===== src/rtl/vram_arb_pkg.sv =====
// Shared types for the video-BRAM port arbiter: requester IDs and the
// read-return owner record carried alongside each BRAM access.
package vram_arb_pkg;

   localparam int DEF_DW = 32;
   localparam int DEF_AW = 15;

   typedef enum logic [1:0] {
      RID_NONE,
      RID_VID,
      RID_CPU,
      RID_DMA
   } req_id_t;

   typedef struct packed {
      req_id_t id;
      logic    rd;
   } owner_t;

   localparam owner_t OWNER_IDLE = '{id: RID_NONE, rd: 1'b0};

endpackage


===== src/rtl/vram_arb_rr.sv =====
// Two-way round-robin arbiter: on a tie the pointer picks the requester
// that was not served last; the pointer moves only when a grant is issued.
module vram_arb_rr (
   input  logic       clk,
   input  logic       rst_n,
   input  logic [1:0] i_req,
   input  logic       i_enable,
   output logic [1:0] o_grant
);

   logic       r_ptr;
   logic [1:0] w_grant;

   always_comb begin
      w_grant = 2'b00;
      if (i_enable) begin
         if (i_req == 2'b11) begin
            w_grant = r_ptr ? 2'b10 : 2'b01;
         end else begin
            w_grant = i_req;
         end
      end
   end

   // After serving index 0, favour index 1 next time, and vice versa.
   always_ff @(posedge clk or negedge rst_n) begin
      if (!rst_n) begin
         r_ptr <= 1'b0;
      end else if (|w_grant) begin
         r_ptr <= w_grant[0];
      end
   end

   assign o_grant = w_grant;

endmodule


===== src/rtl/vram_port_arbiter.sv =====
// Shares BRAM port B between video scan-out (priority, run-limited), CPU and
// DMA (round-robin). Accesses are registered; reads return tagged two cycles later.
module vram_port_arbiter
   import vram_arb_pkg::*;
#(
   parameter int DW          = DEF_DW,
   parameter int AW          = DEF_AW,
   parameter int MAX_VID_RUN = 8
) (
   input  logic          clock,
   input  logic          reset_n,
   input  logic          vid_req,
   input  logic [AW-1:0] vid_addr,
   output logic          vid_ack,
   output logic          vid_rvalid,
   output logic [DW-1:0] vid_rdata,
   input  logic          cpu_req,
   input  logic [3:0]    cpu_we,
   input  logic [AW-1:0] cpu_addr,
   input  logic [DW-1:0] cpu_wdata,
   output logic          cpu_ack,
   output logic          cpu_rvalid,
   output logic [DW-1:0] cpu_rdata,
   input  logic          dma_req,
   input  logic [3:0]    dma_we,
   input  logic [AW-1:0] dma_addr,
   input  logic [DW-1:0] dma_wdata,
   output logic          dma_ack,
   output logic          dma_rvalid,
   output logic [DW-1:0] dma_rdata,
   output logic [3:0]    ram_wren,
   output logic [AW-1:0] ram_address,
   output logic [DW-1:0] ram_data,
   input  logic [DW-1:0] ram_q
);

   logic [7:0]    r_vid_run;
   logic [3:0]    r_ram_wren;
   logic [AW-1:0] r_ram_address;
   logic [DW-1:0] r_ram_data;
   owner_t        r_own1;
   owner_t        r_own2;

   logic          w_other_req;
   logic          w_vid_mask;
   logic          w_vid_grant;
   logic [1:0]    w_rr_grant;
   logic          w_any_grant;
   logic [3:0]    w_sel_wren;
   logic [AW-1:0] w_sel_addr;
   logic [DW-1:0] w_sel_data;
   owner_t        w_sel_own;

   assign w_other_req = cpu_req | dma_req;
   assign w_vid_mask  = (r_vid_run == 8'(MAX_VID_RUN));
   assign w_vid_grant = vid_req & ~w_vid_mask;

   vram_arb_rr u_rr (
      .clk      (clock),
      .rst_n    (reset_n),
      .i_req    ({dma_req, cpu_req}),
      .i_enable (~w_vid_grant),
      .o_grant  (w_rr_grant)
   );

   // Acks are held low while reset is asserted even if a requester is waiting.
   assign vid_ack = w_vid_grant   & reset_n;
   assign cpu_ack = w_rr_grant[0] & reset_n;
   assign dma_ack = w_rr_grant[1] & reset_n;

   always_comb begin
      w_any_grant = 1'b1;
      w_sel_wren  = 4'b0000;
      w_sel_addr  = r_ram_address;
      w_sel_data  = r_ram_data;
      w_sel_own   = OWNER_IDLE;
      if (w_vid_grant) begin
         w_sel_addr = vid_addr;
         w_sel_own  = '{id: RID_VID, rd: 1'b1};
      end else if (w_rr_grant[0]) begin
         w_sel_wren = cpu_we;
         w_sel_addr = cpu_addr;
         w_sel_data = cpu_wdata;
         w_sel_own  = '{id: RID_CPU, rd: (cpu_we == 4'b0000)};
      end else if (w_rr_grant[1]) begin
         w_sel_wren = dma_we;
         w_sel_addr = dma_addr;
         w_sel_data = dma_wdata;
         w_sel_own  = '{id: RID_DMA, rd: (dma_we == 4'b0000)};
      end else begin
         w_any_grant = 1'b0;
      end
   end

   always_ff @(posedge clock or negedge reset_n) begin
      if (!reset_n) begin
         r_vid_run     <= 8'd0;
         r_ram_wren    <= 4'b0000;
         r_ram_address <= '0;
         r_ram_data    <= '0;
         r_own1        <= OWNER_IDLE;
         r_own2        <= OWNER_IDLE;
      end else begin
         r_ram_wren <= w_sel_wren;
         if (w_any_grant) begin
            r_ram_address <= w_sel_addr;
            r_ram_data    <= w_sel_data;
         end
         r_own1 <= w_sel_own;
         r_own2 <= r_own1;
         // The run only counts video grants that actually delay CPU/DMA.
         if ((|w_rr_grant) || !w_other_req) begin
            r_vid_run <= 8'd0;
         end else if (w_vid_grant) begin
            r_vid_run <= r_vid_run + 8'd1;
         end
      end
   end

   assign ram_wren    = r_ram_wren;
   assign ram_address = r_ram_address;
   assign ram_data    = r_ram_data;

   assign vid_rvalid = r_own2.rd && (r_own2.id == RID_VID);
   assign cpu_rvalid = r_own2.rd && (r_own2.id == RID_CPU);
   assign dma_rvalid = r_own2.rd && (r_own2.id == RID_DMA);
   assign vid_rdata  = ram_q;
   assign cpu_rdata  = ram_q;
   assign dma_rdata  = ram_q;

endmodule


===== config.mk =====
export PLATFORM = sky130hd
export DESIGN_NAME = vram_port_arbiter
export DESIGN_NICKNAME = d
export VERILOG_FILES = /design/src/rtl/vram_arb_pkg.sv /design/src/rtl/vram_arb_rr.sv /design/src/rtl/vram_port_arbiter.sv
export SDC_FILE = /design/constraint.sdc
export NUM_CORES = 1
export LEC_CHECK = 0
export ABC_AREA = 1
export BUFFER_PORTS_ARGS = -buffer_cell sky130_fd_sc_hd__buf_2
export CAP_MARGIN = 10
export CORE_AREA = 3 3 120 122
export CTS_BUF_LIST = sky130_fd_sc_hd__clkbuf_16
export CTS_CLUSTER_DIAMETER = 80
export DETAILED_ROUTE_END_ITERATION = 8
export DIE_AREA = 0 0 123 125
export PLACE_DENSITY = 0.8
export RECOVER_POWER = 100
export SLEW_MARGIN = 0
export SYNTH_ARGS = -nofsm -noshare
export SYNTH_HDL_FRONTEND = slang
export SYNTH_SLANG_ARGS = --single-unit

===== constraint.sdc =====
create_clock -name clock -period 1.6 [get_ports clock]
set_clock_uncertainty 0.15 [all_clocks]
set_input_delay 0.32 -clock clock [delete_from_list [all_inputs] [get_ports clock]]
set_output_delay 0.32 -clock clock [all_outputs]
set_load 0.1 [all_outputs]

### After elaboration in Yosys (flattened, before gate mapping)

Index checks and enable logic that the tools add are counted.

* $add $sub $neg: 1
* multipliers: 0
* div/mod/pow operators: 0
* order comparisons: 0
* equal/unequal tests: 5
* shift operators: 0
* muxes and demuxes: 19
* bitwise gates (word level): 7
* reductions and logical operators: 13

Operator list (count)
* 32-bit two-way mux: 2
* 15-bit two-way mux: 3
* 8-bit two-way mux: 2
* 4-bit two-way mux: 3
* 3-bit two-way mux: 3
* 8-bit by 1-bit adder with 8-bit output (second input constant): 1
* 8-bit by 4-bit equality test with 1-bit output (second input constant): 1
* 4-bit logical NOT: 2
* 2-bit equality test (second input constant): 3
* 2-bit two-way mux: 3
* 1-bit AND: 4
* 2-bit nonzero test: 2
* 1-bit logical AND: 3
* 1-bit two-way mux: 3
* 3-bit AND reduction: 1
* 3-bit nonzero test: 1
* 2-bit by 1-bit equality test with 1-bit output (second input constant): 1
* 1-bit inverter: 2
* 2-bit AND reduction: 1
* 2-bit OR reduction: 1
* 1-bit logical NOT: 1
* 1-bit logical OR: 1
* 1-bit bitwise OR: 1

* bits in registers: 66
* bits in latches: 0
* bits in writable memories: 0
* memory bits (read-only): 0
* input bits: 154
* output and inout port bits: 153
* logic and storage cells: 54
* memories: 0

### Depth between registers and ports, before layout

* word-level depth: 8
* mapped depth: 10
* gate-level depth less buffers: 9

### By module

A second synthesis with hierarchy kept.

* cells, all modules: 491
* area, all modules: 4107.7 um^2

By module, submodules not included
* vram_port_arbiter: instances 1, cells an instance 480, area an instance 4043.9 um^2, sequential area each 1626.6 um^2
* vram_arb_rr: instances 1, cells an instance 11, area an instance 63.8 um^2, sequential area each 25.0 um^2

### Least setup slack after synthesis

No wires, ideal clock.

* path type: reg-to-output
* start point: register r_vid_run[0]
* end point: output cpu_ack
* data arrival time: 2.497 ns
* data required time: 1.130 ns
* setup slack: -1.367 ns
* stages on the path, launching flop included: 8
* buffers on the path: 1
* cells stage by stage: dfrtp_1 inv_1 ha_1 nand3_2 o21ai_2 nand2_2 buf_2 nor2_1

* cells in the longest elaborated chain, start to end: 5

RTL lines
* start, declared: line vram_port_arbiter.sv:37 `logic [7:0] r_vid_run;`
* start signal, assigned: line vram_port_arbiter.sv:115 `r_vid_run <= r_vid_run + 8'd1;`
* 8-bit by 4-bit equality test with 1-bit output: line vram_port_arbiter.sv:55 `assign w_vid_mask = (r_vid_run == 8'(MAX_VID_RUN));`
* 1-bit inverter: line vram_port_arbiter.sv:56 `assign w_vid_grant = vid_req & ~w_vid_mask;`
* 1-bit AND: line vram_port_arbiter.sv:56
* 2-bit two-way mux: line vram_arb_rr.sv:16 `if (i_enable) begin`
* 1-bit AND: line vram_port_arbiter.sv:68 `assign cpu_ack = w_rr_grant[0] & reset_n;`
* end, declared: line vram_port_arbiter.sv:21 `output logic cpu_ack,`

Every way passes these cells.

### Worst setup path in the final report

Ends and elaborated chain as after synthesis.

==> flow_metrics.env <==
export IMPL_status="finished with violations"
export IMPL_violations="setup timing"
export IMPL_antenna_found_initial=0
export IMPL_fmax_mhz=471
export IMPL_pwr_share_clk_pct=31.9
export IMPL_dpl_cell_area_um2=5100
export IMPL_ios=307
export IMPL_ys_types=27
export IMPL_yosys_area_top_type="dfrtp_1"
export IMPL_async_flop_share_pct=100
export IMPL_critPathArrivalTime_ns=1.65
export IMPL_synthMuxAreaShare_pct=0
export IMPL_track_usage_pct=16.3
export IMPL_path_clk_slew_ns=0.06
export IMPL_switchingPower_mw=2.79
export IMPL_setup_viol=68
export IMPL_routed_wl_mm=12.8
export IMPL_cp_end_kind="output pin"
export IMPL_yosys_area_share_simple_pct=28.3
export IMPL_first_global_vias=4209
export IMPL_core_area_um2=13300
export IMPL_drt_iter0_markers=196
export IMPL_syn_num_nets=772
export IMPL_synth_avg_cell_area_um2=7.11
export IMPL_dp_cells=880
export IMPL_hold_violations=0
export IMPL_path_cells="inv_1, ha_2, nand3_4, o21ai_4, nand2_4, nor2_4, buf_12"
export IMPL_die_x_um=123
export IMPL_ys_warn_count=0
export IMPL_crit_buf_inv=2
export IMPL_design_die_area_um2=15400
export IMPL_slowest_delay_ns=0.37
export IMPL_routed_via_density=4.54
export IMPL_swShare_pct=41.9
export IMPL_place_port_buffers=178
export IMPL_vdd_ir_drop_max_uv=609
export IMPL_n_antenna_cell=0
export IMPL_p_leak_nw=3.40
export IMPL_clockBufferDepth=2
export IMPL_netlist_area_um2=4380
export IMPL_critPathKind="reg -> out"
export IMPL_synthTopCellsByArea="dfrtp_1 (38%), buf_4 (16%), nand2_1 (15%)"
export IMPL_die_y_um=125
export IMPL_wl_per_cell_um=14.1
export IMPL_firstDrtPassIters=4
export IMPL_pwr_share_comb_pct=38.5
export IMPL_tightestPinTransition_ns=0.624
export IMPL_route_vias_total=4131
export IMPL_crit_required_ns=1.13
export IMPL_slew_headroom_pct=58.4
export IMPL_n_fill_cell=1304
export IMPL_synth_fa_ha_area_share_pct=0.571
export IMPL_powerDensity_nw_per_um2=1120
export IMPL_cts_htree_levels=3
export IMPL_start_util_pct=32.9
export IMPL_fin_area_um2=5930
export IMPL_cts_tree="yes"
export IMPL_path_max_fanout=4
export IMPL_startpoint_type="flop"
export IMPL_finalCritPeriodShare_pct=133
export IMPL_intPower_mw=3.86
export IMPL_synth_top_area_share_pct=37.7
export IMPL_slew_violations=0
export IMPL_fin_nets=885
export IMPL_route_detailed_drc=0
export IMPL_synth_compound_area_share_pct=3.40
export IMPL_ant_nets=0
export IMPL_gp_congestion=0.790
export IMPL_period_minus_slack_ns=2.12
export IMPL_synth_ff_type="dfrtp_1"
export IMPL_synthCells=616
export IMPL_cts_sinks=66
export IMPL_worst_slack_ns=-0.522
export IMPL_rows=42
export IMPL_drv_cap=0
export IMPL_grt_pass1_wl_mm=19.9
export IMPL_clock_latency_ns=0.33
export IMPL_grt_setup_unrepaired="true"
export IMPL_cts_root_buffer="clkbuf_16"
export IMPL_synth_edf_count=0
export IMPL_setup_tns_final_ns=-22.18
export IMPL_synth_ff_latch_count=66
export IMPL_final_cells=910
export IMPL_ys_seq_area_share_pct=37.7
export IMPL_areaGrowthSynthToFinish_pct=35.5
export IMPL_hold_path_class="in -> reg"
export IMPL_critPathTopFamily="flip-flops"
export IMPL_drive_gt1_share_pct=38.3
export IMPL_synth_top_family_by_area="buffers and inverters"
export IMPL_worst_path_max_delay_cell="dfrtp_1"
export IMPL_dp_hpwl_mm=8.72
export IMPL_synth_xor_area_share_pct=1.00
export IMPL_cts_made_buffers=9
export IMPL_grt_max_degree=67
export IMPL_grt_remaining_overflow=0
export IMPL_seqPwrFrac_pct=29.7
==> worst paths after layout <==
check | startpoint | slack, ns | depth (start not counted) | to
worst min register to register | r_own1[2] | 0.20 | 0 | r_own2[2]
worst max-delay path | r_vid_run[0] | -0.52 | 7 | cpu_ack
min in group asynchronous | reset_n | 0.50 | 3 | ram_address[6]
worst max register to register | r_vid_run[0] | -0.43 | 13 | ram_data[21]
worst min-delay path | vid_addr[3] | 0.12 | 5 | ram_address[3]
max in group asynchronous | reset_n | 0.34 | 3 | r_own1[2]
==> registers in the layout (all words and copies together) (netlist names) <==
signal / count
ram_data: 32
ram_address: 15
r_vid_run: 8
ram_wren: 4
r_own1: 3
r_own2: 3
u_rr.r_ptr: 1
==> cell usage in the layout, fill, tap and decap left out, types with 2 or more instances in the layout <==
master / count
buf_12: 14
buf_16: 3
buf_2: 125
buf_4: 23
buf_6: 9
bufinv_16: 2
clkbuf_16: 10
clkbuf_4: 46
clkinvlp_4: 3
dfrtp_1: 66
inv_1: 110
inv_2: 4
nand2_1: 161
nand2_2: 8
nand2_4: 2
nand3_1: 84
nand3_2: 5
nand3_4: 2
nand4_1: 3
nor2_1: 5
nor2_2: 6
nor2_4: 6
nor3_4: 3
o2111ai_1: 10
o22ai_1: 3
xnor2_1: 3
xor2_1: 2
==> per-stage QoR <==
| stage | setup slack (ns) | hold WS, ns | total power, mW | util, % |
|---|---|---|---|---|
| 6_report | -0.522 | 0.118 | 6.64 | 44.6 |
| 5_1_grt | -0.610 | 0.125 | 6.95 | 44.6 |
| 4_1_cts | -0.545 | -0.139 | 6.66 | 43.0 |
| 3_5_place_dp | -0.239 | 0.189 | 4.34 | 38.4 |
| 3_3_place_gp | -0.186 | 0.181 | 4.32 | 38.4 |
| 2_1_floorplan | -0.507 | -0.126 | 4.87 | - |
==> worst min-delay path, delay by kind of cell <==
family        cells  cell delay, ns
simple gates      3            0.14
buf+inv           2            0.10
==> cell type report <==
cell class / instances / area [µm²] / area share (%)
well taps: 176 / 220 / 3.71
clock buffers: 9 / 225 / 3.80
flip-flops and latches: 66 / 1650 / 27.8
repair buffers: 223 / 1660 / 27.9
clock inverters: 7 / 92.6 / 1.56
inverters: 115 / 435 / 7.34
multi-input cells: 314 / 1650 / 27.8
==> synthesized netlist by cell type (4+ instances only) <==
cell type and count:
buf_2 21, nor2_1 13, buf_4 96, dfrtp_1 66, inv_1 113, clkbuf_1 4, nand2_1 171, o22ai_1 4
nor3_1 4, o2111ai_1 10, nand3_1 90
==> cells by family (layout without fill, tap and decap cells) <==
family,Yosys count,after routing
AND/OR/NAND/NOR,288,288
XOR/XNOR,5,5
flip-flops,66,66
adder cells (fa/ha/maj),2,2
AO/OA/AOI/OAI,19,19
buffers and inverters,236,354
==> power by group through the flow <==
stage	logic (mW)	clock network [mW]	registers, mW
after CTS	2.49	2.20	1.97
after global placement	2.33	0	1.98
after floorplan	1.65	0	3.22
after global routing	2.70	2.26	1.99
after detailed placement	2.36	0	1.99
final	2.56	2.12	1.97
==> what timing repair did <==
item | CTS | global route
pin swaps | 10 | 6
setup endpoints to repair | 95 | 84
hold endpoints to repair | 66 | 66
gates resized for setup | 54 | 48
gates cloned | 3 | 2
setup buffers | 4 | 6
==> metal layers <==
metal  vias to the layer above  wire [µm]  GRT usage [%]
li1                       2007          -              -
met3                        53       1180           6.01
met5                         -          0              0
met4                         0        543           8.66
met2                       190       6250           27.5
met1                      1881       4810           17.6
No activity file was read; power rests on OpenSTA's default activity.
